**src/rtl/rns_small_lift_pkg.sv**
```systemverilog
// rns_small_pkg: shared FSM states, ternary code points and the coefficient decoder.
package rns_small_pkg;
    typedef enum logic [1:0] {IDLE, RUN, DRAIN, FIN} state_t;
    localparam logic [1:0] TERN_ZERO = 2'b00;
    localparam logic [1:0] TERN_POS = 2'b01;
    localparam logic [1:0] TERN_NEG = 2'b11;
    localparam logic [1:0] TERN_BAD = 2'b10;
    localparam int MAX_CW = 16;
    typedef struct packed {
        logic signed [MAX_CW-1:0] x;
        logic err;
    } dec_t;
    // code arrives already sign-extended; ternary mode only looks at its low two bits
    function automatic dec_t decode_coeff(input logic signed [MAX_CW-1:0] code, input logic ternary);
        logic [1:0] c;
        dec_t d;
        c = code[1:0];
        d.err = ternary && c == TERN_BAD;
        d.x = !ternary ? code : (c == TERN_ZERO || c == TERN_BAD) ? '0 : (c == TERN_POS) ? MAX_CW'(1) : '1;
        return d;
    endfunction
endpackage

```
**src/rtl/rns_small_lift_if.sv**
```systemverilog
// rns_small_lift_if: configuration, control, source-read and destination-write bus of the lifter.
interface rns_small_lift_if #(
    parameter int LOGN = 13,
    parameter int LOGQ = 54,
    parameter int LOGI = 4,
    parameter int NUM_CH = 3,
    parameter int CW = 6
);
    logic cfg_we;
    logic [LOGI-1:0] cfg_idx;
    logic [LOGQ-1:0] cfg_q;
    logic start;
    logic [LOGI-1:0] mod_first;
    logic [LOGI:0] mod_count;
    logic [NUM_CH-1:0] ch_ternary;
    logic [LOGN-1:0] src_rd_addr;
    logic [NUM_CH*CW-1:0] src_rd_data;
    logic [LOGN-1:0] dst_wr_addr;
    logic [LOGI-1:0] dst_wr_mod;
    logic [NUM_CH*LOGQ-1:0] dst_wr_data;
    logic dst_wea;
    logic busy;
    logic done;
    logic code_err;
    modport master(
        output cfg_we, cfg_idx, cfg_q, start, mod_first, mod_count, ch_ternary, src_rd_data,
        input src_rd_addr, dst_wr_addr, dst_wr_mod, dst_wr_data, dst_wea, busy, done, code_err
    );
    modport slave(
        input cfg_we, cfg_idx, cfg_q, start, mod_first, mod_count, ch_ternary, src_rd_data,
        output src_rd_addr, dst_wr_addr, dst_wr_mod, dst_wr_data, dst_wea, busy, done, code_err
    );
endinterface

```
**src/rtl/rns_small_lift_lane.sv**
```systemverilog
// rns_lift_lane: one channel's decode of a small signed coefficient and its registered lift into [0, q).
module rns_lift_lane
    import rns_small_pkg::*;
#(
    parameter int CW = 6,
    parameter int LOGQ = 54
) (
    input  logic clk,
    input  logic rst,
    input  logic en,
    input  logic ternary,
    input  logic [CW-1:0] code,
    input  logic [LOGQ-1:0] q,
    output logic [LOGQ-1:0] residue,
    output logic err
);
    dec_t d;
    logic signed [MAX_CW-1:0] x;
    logic [LOGQ-1:0] xe;
    assign d = decode_coeff(MAX_CW'(signed'(code)), ternary);
    assign x = d.x;
    assign err = d.err;
    assign xe = LOGQ'(x);
    always_ff @(posedge clk) begin
        if (rst) residue <= '0;
        else if (en) residue <= x[MAX_CW-1] ? q + xe : xe;
    end
endmodule

```
**src/rtl/rns_small_lift.sv**
```systemverilog
// rns_small_lift: sweeps small signed source polys through a run-time modulus table into per-channel residues.
module rns_small_lift
    import rns_small_pkg::*;
#(
    parameter int N = 8192,
    parameter int LOGN = 13,
    parameter int LOGQ = 54,
    parameter int LOGI = 4,
    parameter int NUM_CH = 3,
    parameter int CW = 6,
    parameter int RD_LAT = 1
) (
    input logic clk,
    input logic rst,
    rns_small_lift_if.slave bus
);
    localparam int NUM_MOD = 2 ** LOGI;
    localparam int CNTW = $clog2(RD_LAT + 2);
    state_t state, state_n;
    logic [LOGQ-1:0] qtab [NUM_MOD];
    logic [LOGN-1:0] addr;
    logic [LOGI-1:0] k;
    logic [LOGI:0] rem;
    logic [NUM_CH-1:0] tern;
    logic [CNTW-1:0] cnt;
    logic tag_v [RD_LAT];
    logic [LOGN-1:0] tag_a [RD_LAT];
    logic [LOGI-1:0] tag_k [RD_LAT];
    logic [NUM_CH-1:0] err;
    logic [LOGQ-1:0] res [NUM_CH];
    logic last, wea, done;
    logic [LOGN-1:0] wr_addr;
    logic [LOGI-1:0] wr_mod;
    logic code_err;
    assign last = addr == LOGN'(N - 1);
    assign bus.src_rd_addr = addr;
    assign bus.dst_wea = wea;
    assign bus.dst_wr_addr = wr_addr;
    assign bus.dst_wr_mod = wr_mod;
    assign bus.done = done;
    assign bus.code_err = code_err;
    assign bus.busy = state == RUN || state == DRAIN;
    always_comb begin
        state_n = state;
        unique case (state)
            IDLE: if (bus.start) state_n = (bus.mod_count == '0) ? FIN : RUN;
            RUN: if (last && rem == (LOGI+1)'(1)) state_n = DRAIN;
            DRAIN: if (cnt == CNTW'(RD_LAT)) state_n = FIN;
            FIN: state_n = IDLE;
        endcase
    end
    // table only changes between sweeps, so the lanes can read it combinationally
    always_ff @(posedge clk) begin
        if (bus.cfg_we && state == IDLE) qtab[bus.cfg_idx] <= bus.cfg_q;
    end
    always_ff @(posedge clk) begin
        if (rst) begin
            state <= IDLE;
            addr <= '0;
            k <= '0;
            rem <= '0;
            tern <= '0;
            cnt <= '0;
            done <= 1'b0;
            code_err <= 1'b0;
            wea <= 1'b0;
            wr_addr <= '0;
            wr_mod <= '0;
            for (int i = 0; i < RD_LAT; i++) begin
                tag_v[i] <= 1'b0;
                tag_a[i] <= '0;
                tag_k[i] <= '0;
            end
        end else begin
            state <= state_n;
            done <= state == FIN;
            cnt <= (state == DRAIN) ? cnt + 1'b1 : '0;
            if (state == IDLE && bus.start) begin
                addr <= '0;
                k <= bus.mod_first;
                rem <= bus.mod_count;
                tern <= bus.ch_ternary;
            end
            if (state == RUN) begin
                addr <= last ? '0 : addr + 1'b1;
                if (last) begin
                    k <= k + 1'b1;
                    rem <= rem - 1'b1;
                end
            end
            tag_v[0] <= state == RUN;
            tag_a[0] <= addr;
            tag_k[0] <= k;
            for (int i = 1; i < RD_LAT; i++) begin
                tag_v[i] <= tag_v[i-1];
                tag_a[i] <= tag_a[i-1];
                tag_k[i] <= tag_k[i-1];
            end
            wea <= tag_v[RD_LAT-1];
            wr_addr <= tag_a[RD_LAT-1];
            wr_mod <= tag_k[RD_LAT-1];
            code_err <= code_err | (tag_v[RD_LAT-1] & |err);
        end
    end
    for (genvar c = 0; c < NUM_CH; c++) begin : g_lane
        rns_lift_lane #(.CW(CW), .LOGQ(LOGQ)) u_lane (
            .clk(clk),
            .rst(rst),
            .en(tag_v[RD_LAT-1]),
            .ternary(tern[c]),
            .code(bus.src_rd_data[c*CW +: CW]),
            .q(qtab[tag_k[RD_LAT-1]]),
            .residue(res[c]),
            .err(err[c])
        );
        assign bus.dst_wr_data[c*LOGQ +: LOGQ] = res[c];
    end
endmodule

```
**src/flat_wrapper.sv**
```systemverilog
// flat-port wrapper written by rule: the top's interface ports become plain ports
module rns_small_lift_flat import rns_small_pkg::*;
#(
    parameter int N = 8192,
    parameter int LOGN = 13,
    parameter int LOGQ = 54,
    parameter int LOGI = 4,
    parameter int NUM_CH = 3,
    parameter int CW = 6,
    parameter int RD_LAT = 1
)
  (clk, rst, bus_cfg_we, bus_cfg_idx, bus_cfg_q, bus_start, bus_mod_first, bus_mod_count, bus_ch_ternary, bus_src_rd_data, bus_src_rd_addr, bus_dst_wr_addr, bus_dst_wr_mod, bus_dst_wr_data, bus_dst_wea, bus_busy, bus_done, bus_code_err);
  rns_small_lift_if #(.LOGN(LOGN), .LOGQ(LOGQ), .LOGI(LOGI), .NUM_CH(NUM_CH), .CW(CW)) bus_i ();
  input logic clk;
  input logic rst;
  input wire logic [$bits(bus_i.cfg_we)-1:0] bus_cfg_we;
  input wire logic [$bits(bus_i.cfg_idx)-1:0] bus_cfg_idx;
  input wire logic [$bits(bus_i.cfg_q)-1:0] bus_cfg_q;
  input wire logic [$bits(bus_i.start)-1:0] bus_start;
  input wire logic [$bits(bus_i.mod_first)-1:0] bus_mod_first;
  input wire logic [$bits(bus_i.mod_count)-1:0] bus_mod_count;
  input wire logic [$bits(bus_i.ch_ternary)-1:0] bus_ch_ternary;
  input wire logic [$bits(bus_i.src_rd_data)-1:0] bus_src_rd_data;
  output wire logic [$bits(bus_i.src_rd_addr)-1:0] bus_src_rd_addr;
  output wire logic [$bits(bus_i.dst_wr_addr)-1:0] bus_dst_wr_addr;
  output wire logic [$bits(bus_i.dst_wr_mod)-1:0] bus_dst_wr_mod;
  output wire logic [$bits(bus_i.dst_wr_data)-1:0] bus_dst_wr_data;
  output wire logic [$bits(bus_i.dst_wea)-1:0] bus_dst_wea;
  output wire logic [$bits(bus_i.busy)-1:0] bus_busy;
  output wire logic [$bits(bus_i.done)-1:0] bus_done;
  output wire logic [$bits(bus_i.code_err)-1:0] bus_code_err;
  assign bus_i.cfg_we = bus_cfg_we;
  assign bus_i.cfg_idx = bus_cfg_idx;
  assign bus_i.cfg_q = bus_cfg_q;
  assign bus_i.start = bus_start;
  assign bus_i.mod_first = bus_mod_first;
  assign bus_i.mod_count = bus_mod_count;
  assign bus_i.ch_ternary = bus_ch_ternary;
  assign bus_i.src_rd_data = bus_src_rd_data;
  assign bus_src_rd_addr = bus_i.src_rd_addr;
  assign bus_dst_wr_addr = bus_i.dst_wr_addr;
  assign bus_dst_wr_mod = bus_i.dst_wr_mod;
  assign bus_dst_wr_data = bus_i.dst_wr_data;
  assign bus_dst_wea = bus_i.dst_wea;
  assign bus_busy = bus_i.busy;
  assign bus_done = bus_i.done;
  assign bus_code_err = bus_i.code_err;
  rns_small_lift #(.N(N), .LOGN(LOGN), .LOGQ(LOGQ), .LOGI(LOGI), .NUM_CH(NUM_CH), .CW(CW), .RD_LAT(RD_LAT)) u_core (.clk(clk), .rst(rst), .bus(bus_i));
endmodule
```
**config.mk**
```make
export PLATFORM = sky130hd
export DESIGN_NAME = rns_small_lift_flat
export DESIGN_NICKNAME = d
export VERILOG_FILES = /design/src/rtl/rns_small_lift_pkg.sv /design/src/rtl/rns_small_lift_if.sv /design/src/rtl/rns_small_lift_lane.sv /design/src/rtl/rns_small_lift.sv /design/src/flat_wrapper.sv
export SDC_FILE = /design/constraint.sdc
export NUM_CORES = 1
export LEC_CHECK = 0
export CAP_MARGIN = 20
export CORE_ASPECT_RATIO = 0.6
export CORE_MARGIN = 4
export CORE_UTILIZATION = 58
export DETAILED_ROUTE_END_ITERATION = 8
export DONT_BUFFER_PORTS = 1
export PLACE_DENSITY_LB_ADDON = 0.1
export SLEW_MARGIN = 20
export SYNTH_ARGS = -nofsm -noshare
export SYNTH_HDL_FRONTEND = slang
export SYNTH_SLANG_ARGS = --single-unit
```
**constraint.sdc**
```tcl
create_clock -name clk -period 5.8 [get_ports clk]
set_input_delay 1.16 -clock clk [delete_from_list [all_inputs] [get_ports clk]]
set_output_delay 1.16 -clock clk [all_outputs]
set_load 0.01 [all_outputs]
```
==> flow_summary_export.csv <==
group,metric,value,unit
status,run_status,"completed",
global_route,overflow,0,
critical_path,worstSetupStartpoint,"u_core.tag_k[0][0]",
route,met1_length,55.96,mm
place,portBuffers,0,
critical_path,r2r_setup_slack,320,ps
critical_path,r2r_cells,15,
pwr,power.static_leakage,18.04,nW
critical_path,cp_data_arrival_time,6050,ps
critical_path,critical_path.max_fanout,34,
floorplan,i_o_pin_count,288,
logic_synthesis,proportion_of_synthesized_flip_flops_having_asynchronous_set_or_reset,0,%
logic_synthesis,post_synth_main_area_contributors,"sky130_fd_sc_hd__edfxtp_1 (53%), sky130_fd_sc_hd__mux4_2 (12%), sky130_fd_sc_hd__dfxtp_1 (9.3%)",
cts,tritoncts,"yes",
sta,grt_setup_unrepaired,"false",
sta,post-route-period-util,94.42,%
cts,cts_buffer_depth,3,
critical_path,timing.rr.end,"u_core.g_lane[1].u_lane.residue[51]",
cts,cts.htree.levels,3,
pwr,worst_ir_drop_vdd,277.7,uV
route,drt-pass1-iter-count,8,
sta,finalClockSkew,42.87,ps
sta,timing_max_transition_violations_final,0,
floorplan,initial_utilization,58.66,%
logic_synthesis,yosysTopAreaCellShare,52.89,%
critical_path,kind_of_start_point_of_the_critical_path,"register",
sta,finalSetupTns,0,ps
route,antenna_left,0,
place,post-place-cells,4346,
logic_synthesis,synth_register_bits,1093,
logic_synthesis,leading_register_cell_type_out_of_synthesis,"sky130_fd_sc_hd__edfxtp_1",
route,remaining_drc_errors,0,
place,finalWeightedCongestion,0.9675,
route,detailed_route_wire_length,126.6,mm
pwr,cellPowerDensity,382.7,mW/mm2
logic_synthesis,synth_enable_flop_cells,864,
floorplan,die_area,0.08944,mm2
route,routed_length_per_instance,28.02,um
hold_path,hold_class,"register to register",
floorplan,core-area,0.08362,mm2
critical_path,worstReg2RegStart,"u_core.tag_k[0][0]",
critical_path,crit_required,6370,ps
floorplan,width_of_the_die,383.4,um
cts,clk_latency,700,ps
cts,cts_root_buf,"sky130_fd_sc_hd__clkbuf_16",
global_route,grt_max_degree,133,
layout,final-instance-count-excl-fill,4519,
global_route,grt_first_pass_wirelength,185.8,mm
floorplan,die_h,233.3,um
sta,achievable-frequency,182.6,MHz
logic_synthesis,yosysSeqAreaShare,62.24,%
logic_synthesis,post_synth_instance_area,0.04905,mm2
layout,antenna_cells,0,
critical_path,worst_setup_path_endpoint,"u_core.g_lane[1].u_lane.residue[51]",
layout,layout-area-overhead-vs-synth,9.254,%
critical_path,worst-setup-path-type,"register to register",
route,top_signal_layer_used,"met4",
sta,finalWorstPathRequiredPeriod,5476,ps
place,dp_slack,197.0,ps
pwr,design_power_total,20.51,mW
cts,cts_resized,0,
layout,commonest_non_fill_non_tap_cells_in_the_layout,"sky130_fd_sc_hd__edfxtp_1 (864), sky130_fd_sc_hd__mux4_2 (270), sky130_fd_sc_hd__dfxtp_1 (225), sky130_fd_sc_hd__a21oi_1 (195), sky130_fd_sc_hd__nand2_1 (190)",
layout,mostFrequentLayoutCell,"sky130_fd_sc_hd__edfxtp_1",
cts,clock_sink_count,1093,
global_route,grt_pass1_vias,28110,
sta,finalSetupViolations,0,
global_route,grt_antenna_before_repair,6,
critical_path,critical_path.endpoint_type,"register",
route,routed_vias,29920,
logic_synthesis,yosys.area.top_type,"sky130_fd_sc_hd__edfxtp_1",
logic_synthesis,avgSynthCellArea,14.84,um2
floorplan,rows,82,
logic_synthesis,ys_warn_count,0,
cts,number_of_buffers_created_by_cts,94,
sta,tightestPinTransition,1134,ps
route,route.met2.wl,56.16,mm
logic_synthesis,yosysUniqueCellTypes,80,
route,drt_iter0_markers,3213,
route,viasPerCell,6.620,
cts,cts.reportedPaths.clkPinSlew,70,ps
cts,holdBufCountCts,0,
sta,max-slew-margin-rel,24.39,%
cts,post-cts-setup-buffer-count,0,
logic_synthesis,gate_count_of_the_mapped_netlist,3306,
sta,final-hold-violation-count,0,
layout,post_route_cells_drive_above_1_share,15.39,%
place,place_hpwl,82.98,mm
logic_synthesis,postSynthNetCount,3570,
route,wl_met3,12.15,mm
hold_path,holdCritStartpoint,"u_core.cnt[0]",
job,cap_violations,0,
global_route,globalRouteTotalUtil,28.11,%
sta,fin_ws,323.8,ps
layout,finalNetCount,3573,
==> through the flow <==
step           hold slack (ps)  area [um2]  utilization [%]
6_report                 420.6       53590            64.09
3_5_place_dp             414.6       50620            60.53
4_1_cts                  424.7       53560            64.05
2_1_floorplan            398.3       49060                -
5_1_grt                  452.0       53590            64.09
3_3_place_gp             406.0       50590            60.51
==> final cells by class <==
cell class / instances / area (um2)
Sequential cell: 1093 / 30540
Fill cell: 5864 / 30030
Multi-Input combinational cell: 2003 / 17880
Clock buffer: 128 / 2520
Tap cell: 1134 / 1419
Timing Repair Buffer: 61 / 599.3
Clock inverter: 44 / 422.9
Inverter: 56 / 210.2
==> worst max-delay path, stage by stage, from the launching register on <==
cell and delay, ps:
sky130_fd_sc_hd__dfxtp_4 590, sky130_fd_sc_hd__buf_12 320, sky130_fd_sc_hd__mux4_2 550, sky130_fd_sc_hd__mux4_2 640
sky130_fd_sc_hd__ha_1 460, sky130_fd_sc_hd__nand2_1 170, sky130_fd_sc_hd__nor4_1 390, sky130_fd_sc_hd__nand4b_1 150
sky130_fd_sc_hd__nand3_1 210, sky130_fd_sc_hd__a31oi_1 190, sky130_fd_sc_hd__nor3_1 370, sky130_fd_sc_hd__a21o_1 260
sky130_fd_sc_hd__a41oi_1 350, sky130_fd_sc_hd__o21ai_0 360, sky130_fd_sc_hd__xnor2_1 100, sky130_fd_sc_hd__a22o_1 200
==> metal layers <==
| metal | track usage [%] | vias up |
|---|---|---|
| li1 | - | 13060 |
| met4 | 5.204 | 0 |
| met5 | 0 | - |
| met1 | 42.99 | 15270 |
| met3 | 6.714 | 157 |
| met2 | 41.88 | 1425 |
==> flip-flops by register name (all words and copies together) (netlist names), 2 cells and up <==
register,flops
u_core.bus.dst_wr_addr,13
u_core.bus.dst_wr_mod,4
u_core.bus.src_rd_addr,13
u_core.cnt,2
u_core.g_lane.u_lane.residue,162
u_core.k,4
u_core.qtab,864
u_core.rem,5
u_core.state,2
u_core.tag_a,13
u_core.tag_k,4
u_core.tern,3
==> cells by family after synthesis <==
family	Yosys count	share of synthesized area, %
multiplexers	280	12.60
AND/OR/NAND/NOR	645	6.219
AO/OA/AOI/OAI	760	10.30
flip-flops	1093	62.24
adder cells (fa/ha/maj)	172	4.433
XOR/XNOR	146	2.607
buffers and inverters	210	1.607
==> report_power, final <==
part / internal (mW) / switching (mW)
combinational: 2.07 / 3.32
sequential: 8.73 / 0.260
clock: 3.26 / 2.86
==> how the worst min path moves through the flow <==
stage | end | slack (ps) | depth (start not counted)
final | u_core.cnt[0] | 420 | 1
after global placement | u_core.cnt[0] | 410 | 1
after floorplan | u_core.cnt[0] | 400 | 1
after detailed placement | u_core.cnt[0] | 410 | 1
after CTS | u_core.cnt[0] | 420 | 1
after global routing | u_core.bus.dst_wr_addr[3] | 450 | 1
==> cells in the mapped netlist, drive strengths merged (60+ instances only) <==
library cell,number
a21o,85
a21oi,197
a22o,60
clkbuf,133
dfxtp,229
edfxtp,864
ha,169
mux4,270
nand2,193
nor2,189
nor2b,62
o21ai,166
xnor2,88
No activity file was read; power rests on OpenSTA's default activity.
